==> src/rtl/ctrl_seq_if.sv <==
// ctrl_seq_if: instruction handshake and registered control bundle of the decode stage.
interface ctrl_seq_if #(parameter int OPW = 4);
  logic [8:0] instr;
  logic instr_valid;
  logic instr_ready;
  logic flush;
  logic ctl_valid;
  logic truncated_reg;
  logic trunc_prefix;
  logic abs_branch;
  logic rel_branch;
  logic branch_invert;
  logic branch_flag;
  logic mem_write;
  logic reg_write;
  logic mem_to_reg;
  logic [1:0] second_operand;
  logic [OPW-1:0] alu_op;
  logic halted;
  logic illegal_op;
  modport master (
    output instr, instr_valid, flush,
    input instr_ready, ctl_valid, truncated_reg, trunc_prefix, abs_branch, rel_branch,
          branch_invert, branch_flag, mem_write, reg_write, mem_to_reg, second_operand,
          alu_op, halted, illegal_op
  );
  modport slave (
    input instr, instr_valid, flush,
    output instr_ready, ctl_valid, truncated_reg, trunc_prefix, abs_branch, rel_branch,
           branch_invert, branch_flag, mem_write, reg_write, mem_to_reg, second_operand,
           alu_op, halted, illegal_op
  );
endinterface

==> src/rtl/ctrl_seq.sv <==
// ctrl_seq: registered instruction decoder with memory wait states, flush squash and sticky halt.
module ctrl_seq #(
  parameter int OPW = 4,
  parameter int MEM_LAT = 2
) (
  input logic clk,
  input logic reset,
  ctrl_seq_if.slave bus
);
  typedef enum logic [1:0] {RUN, MEM, HALT} state_t;
  typedef struct packed {
    logic trunc_reg;
    logic trunc_prefix;
    logic abs_br;
    logic rel_br;
    logic br_inv;
    logic br_flag;
    logic mem_write;
    logic reg_write;
    logic mem_to_reg;
    logic [1:0] sec_op;
    logic [2:0] alu_op;
  } ctl_t;
  localparam bit STALL = MEM_LAT > 1;
  state_t state, nxt;
  logic [3:0] cnt;
  ctl_t d, q;
  logic d_illegal, accept;
  logic [2:0] opc;
  assign opc = bus.instr[8:6];
  assign bus.instr_ready = (state == RUN) & ~bus.flush & ~reset;
  assign accept = bus.instr_valid & bus.instr_ready;
  always_comb begin
    d = '0;
    d.reg_write = 1'b1;
    d.sec_op = 2'b01;
    d_illegal = 1'b0;
    case (opc)
      3'd1: d.alu_op = 3'd1;
      3'd2: d.alu_op = 3'd2;
      3'd3: begin
        d.alu_op = 3'd1;
        d.trunc_reg = 1'b1;
        d.sec_op = 2'b00;
        d.mem_to_reg = ~bus.instr[3];
        d.mem_write = bus.instr[3];
        d.reg_write = ~bus.instr[3];
      end
      3'd4: begin
        d.trunc_reg = 1'b1;
        d.trunc_prefix = 1'b1;
        d.sec_op = 2'b10;
      end
      3'd5: begin
        d.alu_op = bus.instr[2:0] == 3'b000 ? 3'd4 :
                   bus.instr[2:0] == 3'b010 ? 3'd5 :
                   bus.instr[2:0] == 3'b011 ? 3'd3 :
                   bus.instr[2:0] == 3'b100 ? 3'd6 :
                   bus.instr[2:0] == 3'b110 ? 3'd7 : 3'd0;
        d_illegal = bus.instr[0] & (bus.instr[2] | ~bus.instr[1]);
        d.reg_write = ~d_illegal;
      end
      3'd6: begin
        d.reg_write = 1'b0;
        d.abs_br = bus.instr[0];
        d.rel_br = ~bus.instr[0];
        d.br_flag = bus.instr[1];
        d.br_inv = bus.instr[2];
      end
      3'd7: begin
        d.reg_write = 1'b0;
        d.sec_op = 2'b00;
      end
      default: ;
    endcase
  end
  always_comb begin
    nxt = state;
    case (state)
      RUN: nxt = accept & STALL & (opc == 3'd3) ? MEM :
                 accept & (opc == 3'd7) ? HALT : RUN;
      MEM: nxt = cnt == 4'd1 ? RUN : MEM;
      default: nxt = HALT;
    endcase
  end
  always_ff @(posedge clk) begin
    if (reset) begin
      state <= RUN;
      cnt <= '0;
      q <= '0;
      bus.ctl_valid <= 1'b0;
      bus.illegal_op <= 1'b0;
    end else begin
      state <= nxt;
      cnt <= (state == RUN) & (nxt == MEM) ? 4'(MEM_LAT - 1) :
             state == MEM ? cnt - 4'd1 : cnt;
      if (accept) q <= d;
      bus.ctl_valid <= accept;
      bus.illegal_op <= accept & d_illegal;
    end
  end
  assign bus.truncated_reg = q.trunc_reg;
  assign bus.trunc_prefix = q.trunc_prefix;
  assign bus.abs_branch = q.abs_br;
  assign bus.rel_branch = q.rel_br;
  assign bus.branch_invert = q.br_inv;
  assign bus.branch_flag = q.br_flag;
  assign bus.mem_write = q.mem_write;
  assign bus.reg_write = q.reg_write;
  assign bus.mem_to_reg = q.mem_to_reg;
  assign bus.second_operand = q.sec_op;
  assign bus.alu_op = OPW'(q.alu_op);
  assign bus.halted = state == HALT;
endmodule

==> src/flat_wrapper.sv <==
// flat-port wrapper written by rule: the top's interface ports become plain ports
module ctrl_seq_flat 
#(
  parameter int OPW = 4,
  parameter int MEM_LAT = 2
)
  (clk, reset, bus_instr, bus_instr_valid, bus_flush, bus_instr_ready, bus_ctl_valid, bus_truncated_reg, bus_trunc_prefix, bus_abs_branch, bus_rel_branch, bus_branch_invert, bus_branch_flag, bus_mem_write, bus_reg_write, bus_mem_to_reg, bus_second_operand, bus_alu_op, bus_halted, bus_illegal_op);
  ctrl_seq_if #(.OPW(OPW)) bus_i ();
  input logic clk;
  input logic reset;
  input wire logic [$bits(bus_i.instr)-1:0] bus_instr;
  input wire logic [$bits(bus_i.instr_valid)-1:0] bus_instr_valid;
  input wire logic [$bits(bus_i.flush)-1:0] bus_flush;
  output wire logic [$bits(bus_i.instr_ready)-1:0] bus_instr_ready;
  output wire logic [$bits(bus_i.ctl_valid)-1:0] bus_ctl_valid;
  output wire logic [$bits(bus_i.truncated_reg)-1:0] bus_truncated_reg;
  output wire logic [$bits(bus_i.trunc_prefix)-1:0] bus_trunc_prefix;
  output wire logic [$bits(bus_i.abs_branch)-1:0] bus_abs_branch;
  output wire logic [$bits(bus_i.rel_branch)-1:0] bus_rel_branch;
  output wire logic [$bits(bus_i.branch_invert)-1:0] bus_branch_invert;
  output wire logic [$bits(bus_i.branch_flag)-1:0] bus_branch_flag;
  output wire logic [$bits(bus_i.mem_write)-1:0] bus_mem_write;
  output wire logic [$bits(bus_i.reg_write)-1:0] bus_reg_write;
  output wire logic [$bits(bus_i.mem_to_reg)-1:0] bus_mem_to_reg;
  output wire logic [$bits(bus_i.second_operand)-1:0] bus_second_operand;
  output wire logic [$bits(bus_i.alu_op)-1:0] bus_alu_op;
  output wire logic [$bits(bus_i.halted)-1:0] bus_halted;
  output wire logic [$bits(bus_i.illegal_op)-1:0] bus_illegal_op;
  assign bus_i.instr = bus_instr;
  assign bus_i.instr_valid = bus_instr_valid;
  assign bus_i.flush = bus_flush;
  assign bus_instr_ready = bus_i.instr_ready;
  assign bus_ctl_valid = bus_i.ctl_valid;
  assign bus_truncated_reg = bus_i.truncated_reg;
  assign bus_trunc_prefix = bus_i.trunc_prefix;
  assign bus_abs_branch = bus_i.abs_branch;
  assign bus_rel_branch = bus_i.rel_branch;
  assign bus_branch_invert = bus_i.branch_invert;
  assign bus_branch_flag = bus_i.branch_flag;
  assign bus_mem_write = bus_i.mem_write;
  assign bus_reg_write = bus_i.reg_write;
  assign bus_mem_to_reg = bus_i.mem_to_reg;
  assign bus_second_operand = bus_i.second_operand;
  assign bus_alu_op = bus_i.alu_op;
  assign bus_halted = bus_i.halted;
  assign bus_illegal_op = bus_i.illegal_op;
  ctrl_seq #(.OPW(OPW), .MEM_LAT(MEM_LAT)) u_core (.clk(clk), .reset(reset), .bus(bus_i));
endmodule
==> config.mk <==
export PLATFORM = sky130hd
export DESIGN_NAME = ctrl_seq_flat
export DESIGN_NICKNAME = d
export VERILOG_FILES = /design/src/rtl/ctrl_seq_if.sv /design/src/rtl/ctrl_seq.sv /design/src/flat_wrapper.sv
export SDC_FILE = /design/constraint.sdc
export NUM_CORES = 1
export LEC_CHECK = 0
export BUFFER_PORTS_ARGS = -buffer_cell sky130_fd_sc_hd__buf_4
export CORE_ASPECT_RATIO = 1.2
export CORE_MARGIN = 3
export CORE_UTILIZATION = 30
export CTS_CLUSTER_DIAMETER = 200
export DETAILED_ROUTE_END_ITERATION = 6
export PLACE_DENSITY = 0.54
export SLEW_MARGIN = 0
export SYNTH_ARGS = -nofsm -noshare
export SYNTH_HDL_FRONTEND = slang
export SYNTH_SLANG_ARGS = --single-unit
==> constraint.sdc <==
create_clock -name clk -period 1.9 [get_ports clk]
set_input_delay 0.38 -clock clk [delete_from_list [all_inputs] [get_ports clk]]
set_output_delay 0.38 -clock clk [all_outputs]
set_load 0.03 [all_outputs]
# Word level (Yosys, flattened, before mapping)
# Cells that the tools add are included.
# W data, S select, Z words.
[classes] n_reduce_logical=8 n_shift=0 addsub=1 bitwise=15 n_div=0 eq_ne=15 multipliers=0 n_lt_le_gt_ge=0 muxes=20
[op_table] operator="$eq A3 B3 Y1 const B" count=6
[op_table] operator="$mux W3" count=5
[op_table] operator="$eq A3 B2 Y1 const B" count=4
[op_table] operator="$reduce_or A2 Y1" count=5
[op_table] operator="$pmux W3 S3" count=1
[op_table] operator="$and A1 B1 Y1" count=8
[op_table] operator="$mux W1" count=8
[op_table] operator="$pmux W2 S2" count=2
[op_table] operator="$not A1 Y1" count=6
[op_table] operator="$eq A2 B1 Y1 const B" count=2
[op_table] operator="$eq A4 B1 Y1 const B" count=1
[op_table] operator="$mux W2" count=2
[op_table] operator="$mux W4" count=1
[op_table] operator="$sub A4 B1 Y4 const B" count=1
[op_table] operator="$eq A3 B1 Y1 const B" count=1
[op_table] operator="$logic_not A3 Y1" count=1
[op_table] operator="$pmux W1 S3" count=1
[op_table] operator="$eq A2 B2 Y1 const B" count=1
[op_table] operator="$logic_not A2 Y1" count=1
[op_table] operator="$reduce_bool A2 Y1" count=1
[op_table] operator="$or A1 B1 Y1" count=1
[totals] latchBits=0 n_memories=0 output_inout_bits=19 ramBits=0 in_bits=13 romBits=0 reg_bits=22

# Depth between registers and ports, before layout
[depth] depth_word=11 ltp_mapped=6 depth_no_buf=5

# Least setup slack after synthesis
# Ideal clock, no wire load.
[synth_timing] path_type="in2out" from="input port reset" to="output port bus_instr_ready" arrival_ps=1289 n_path_buf=2 path_slack_ps=231 path_stages=4 required_time_ps=1520 cell_sequence="buf_6 > or4_4 > clkinv_2 > buf_4"
[synth_between] elab_chain_cells=2
[synth_rtl] item="from (decl)" line_no="flat_wrapper.sv:10" source="input logic reset;"
[synth_rtl] item="$not A1 Y1" line_no="ctrl_seq.sv:31" source="assign bus.instr_ready = (state == RUN) & ~bus.flush & ~reset;"
[synth_rtl] item="$and A1 B1 Y1" line_no="ctrl_seq.sv:31"
[synth_rtl] item="to (decl)" line_no="flat_wrapper.sv:14" source="output wire logic [$bits(bus_i.instr_ready)-1:0] bus_instr_ready;"
# Every way passes these cells.

# Worst setup path in the final report
[layout_timing] from="register u_core.state[0]" to="output port bus_instr_ready"
[layout_between] elab_chain_cells=3
[layout_rtl] item="from (decl)" line_no="ctrl_seq.sv:25" source="state_t state, nxt;"
[layout_rtl] item="from (signal assigned)" line_no="ctrl_seq.sv:94" source="state <= nxt;"
[layout_rtl] item="$logic_not A2 Y1" line_no="ctrl_seq.sv:31"
[layout_rtl] item="$and A1 B1 Y1 (2 in a row)" line_no="ctrl_seq.sv:31"
# Every way passes these cells.

==> impl_metrics.sql <==
INSERT INTO impl_metrics (metric_group, metric, value, unit) VALUES
('status', 'outcome', 'finished, final reports clean', ''),
('final_layout', 'largest_register_ff_count', '4', ''),
('sta', 'fmaxAchievable', '541', 'MHz'),
('cts', 'clock_latency_of_the_later_clocked_register_in_the_worst_skew_pair', '0.29', 'ns'),
('sta', 'drv_slew', '0', ''),
('place', 'detailed_place_hpwl', '1.94', 'mm'),
('route', 'post-route-drc-count', '0', ''),
('route', 'drtAntennaViolNets', '0', ''),
('synth', 'synth_area_leader_cell', 'sky130_fd_sc_hd__dfxtp_1', ''),
('global_route', 'grt-ovfl-total', '0', ''),
('worst_setup_path', 'crit_fanout', '8', ''),
('cts', 'clock_tree_root', 'sky130_fd_sc_hd__clkbuf_4', ''),
('synth', 'synthArstFlopShare', '0', '%'),
('place', 'place_area', '1240', 'um^2'),
('synth', 'synth_top_area_share', '41.0', '%'),
('worst_setup_path', 'timing.critical_path.to_type', 'output port', ''),
('sta', 'timing.setup.tns', '0', 'ns'),
('floorplan', 'die-height', '70.0', 'um'),
('final_layout', 'syn2layout_area_growth', '25.0', '%'),
('worst_setup_path', 'critical_path.n_buffers_inverters', '2', ''),
('run', 'max_cap_viol_count', '0', ''),
('synth', 'syn_nets', '135', ''),
('global_route', 'antenna_found_initial', '0', ''),
('sta', 'fin_worst_hold_slack', '0.331', 'ns'),
('synth', 'seq_area_frac_synth', '41.0', '%'),
('power', 'power.density', '621', 'nW/um^2'),
('worst_setup_path', 'crit_path_cell_trace', 'or4_4 > clkinv_4 > buf_4', ''),
('worst_setup_path', 'worst_stage_delay_on_the_critical_path', '0.55', 'ns'),
('final_layout', 'finalNetCount', '161', ''),
('final_layout', 'layout.filler_cells', '334', ''),
('sta', 'layout_worst_path_cycle_share', '97.3', '%'),
('global_route', 'global_route.usage.total', '13.2', '%'),
('synth', 'yosys_warnings', '0', ''),
('cts', 'numClockSinks', '21', ''),
('synth', 'synth_edf_count', '0', ''),
('cts', 'cts_tree', 'built', ''),
('sta', 'rsz0062_at_grt', 'no', ''),
('synth', 'synthDistinctLibCells', '36', ''),
('synth', 'postSynthAreaPerCell', '8.54', 'um^2'),
('place', 'dp_cells', '176', ''),
('sta', 'period_needed', '1.85', 'ns'),
('route', 'drt_iter0_drc', '23', ''),
('synth', 'synth.area.top_cells', 'sky130_fd_sc_hd__dfxtp_1 (41%), sky130_fd_sc_hd__a21oi_1 (7.3%), sky130_fd_sc_hd__o21ai_0 (4.9%), sky130_fd_sc_hd__nand3_1 (2.9%), sky130_fd_sc_hd__clkbuf_1 (2.6%)', ''),
('worst_setup_path', 'crit_slowest_cell', 'sky130_fd_sc_hd__or4_4', ''),
('cts', 'cts_hold_buffers', '0', ''),
('floorplan', 'die_width', '59.4', 'um'),
('cts', 'numCtsBuffers', '3', ''),
('floorplan', 'io-pin-count', '32', ''),
('final_layout', 'drive_above_1_share', '28.3', '%'),
('worst_setup_path', 'worst_ep_arrival_time', '1.47', 'ns'),
('synth', 'post_synth_instance_area', '1020', 'um^2'),
('power', 'leakagePower', '0.521', 'nW'),
('worst_setup_path', 'critPathLaunchType', 'flip-flop', ''),
('final_layout', 'most_common_cell_after_layout_fill_and_taps_aside', 'sky130_fd_sc_hd__buf_4', ''),
('power', 'irDropWorstVdd', '0.301', 'mV'),
('global_route', 'wire_length_of_the_first_global_routing_pass', '4.48', 'mm'),
('place', 'io_buffer_count', '28', ''),
('cts', 'cts.reportedPaths.clkPinSlew', '0.11', 'ns'),
('cts', 'max-clock-path-buffers', '2', ''),
('synth', 'synthCells', '120', ''),
('hold_path', 'worst_hold_path_type', 'in -> reg', ''),
('cts', 'h-tree-depth', '1', ''),
('route', 'drt-vias-per-instance', '5.27', ''),
('global_route', 'grt_pass1_vias', '989', ''),
('route', 'drt_first_pass_iters', '4', ''),
('final_layout', 'diode_insertion_count_for_antenna_repair', '0', ''),
('final_layout', 'postLayoutCellArea', '1280', 'um^2'),
('route', 'wl_per_cell', '14.1', 'um'),
('floorplan', 'core_region_area', '3170', 'um^2'),
('place', 'replace_congestion', '0.759', ''),
('worst_setup_path', 'worst-setup-path-type', 'reg -> out', '');
## report_power, final
group | internal, W | total, W | switching [W] | leakage (nW)
clock network | 0.0000816 | 0.000205 | 0.000123 | 0.0150
logic | 0.0000533 | 0.000135 | 0.0000822 | 0.335
registers | 0.000449 | 0.000455 | 0.00000625 | 0.170
total | 0.000584 | 0.000796 | 0.000211 | 0.521
## cell families after synthesis
logic type               after synthesis  share of synthesized area [%]
buffers and inverters                 19                           8.91
XOR/XNOR                               2                           1.71
flip-flops                            21                           41.0
AO/OA/AOI/OAI                         37                           22.0
adder cells (fa/ha/maj)                2                           2.44
AND/OR/NAND/NOR                       38                           23.6
other                                  1                          0.366
## layer usage
layer  vias to the layer above  global-route usage, %  wire, um
met2                        20                   23.1      1340
met5                         -                      0         0
met1                       450                   16.3      1100
met4                         0                   3.78        12
li1                        482                      -         -
met3                         2                   1.85       111
## cells in the mapped netlist (3+ instances only)
cell type / n
sky130_fd_sc_hd__o21ai_0: 10
sky130_fd_sc_hd__dfxtp_1: 21
sky130_fd_sc_hd__nand3_1: 6
sky130_fd_sc_hd__nor2_1: 4
sky130_fd_sc_hd__nor2b_1: 4
sky130_fd_sc_hd__inv_1: 7
sky130_fd_sc_hd__clkbuf_1: 7
sky130_fd_sc_hd__buf_4: 3
sky130_fd_sc_hd__nand4_1: 4
sky130_fd_sc_hd__and3b_1: 3
sky130_fd_sc_hd__a21oi_1: 15
## cell type report
class / count / area [um^2] / share of cell area (%)
clock buffer: 4 / 26.3 / 2.05
tap: 36 / 45.0 / 3.52
timing repair buffer: 32 / 240 / 18.7
sequential: 21 / 422 / 32.9
inverter: 8 / 35.0 / 2.73
multi-input combinational: 80 / 513 / 40.0
## worst paths after layout
check / start / to / slack, ns / cells after the start
worst max register to register: u_core.state[0] / u_core.bus.second_operand[0] / 0.23 / 4
worst min register to register: u_core.bus.abs_branch / u_core.bus.abs_branch / 0.48 / 2
worst max-delay path: u_core.state[0] / bus_instr_ready / 0.05 / 3
worst min-delay path: bus_instr[7] / u_core.bus.illegal_op / 0.33 / 2
## stage by stage
| step | utilization (%) | worst slack [ns] | total power, W |
|---|---|---|---|
| final | 40.5 | 0.0507 | 0.000796 |
| after global routing | 40.5 | 0.00129 | 0.000842 |
| after CTS | 40.4 | 0.0278 | 0.000808 |
| after detailed placement | 39.2 | 0.145 | 0.000599 |
| after global placement | 39.2 | 0.159 | 0.000596 |
| after floorplan | - | 0.231 | 0.000550 |
## repair_timing
action	CTS	global route
setup endpoints to repair	1	1
setup buffers	1	0
pin swaps	1	0
gates resized for setup	1	1
endpoints found under the hold margin	0	0
No activity file was read; power rests on OpenSTA's default activity.
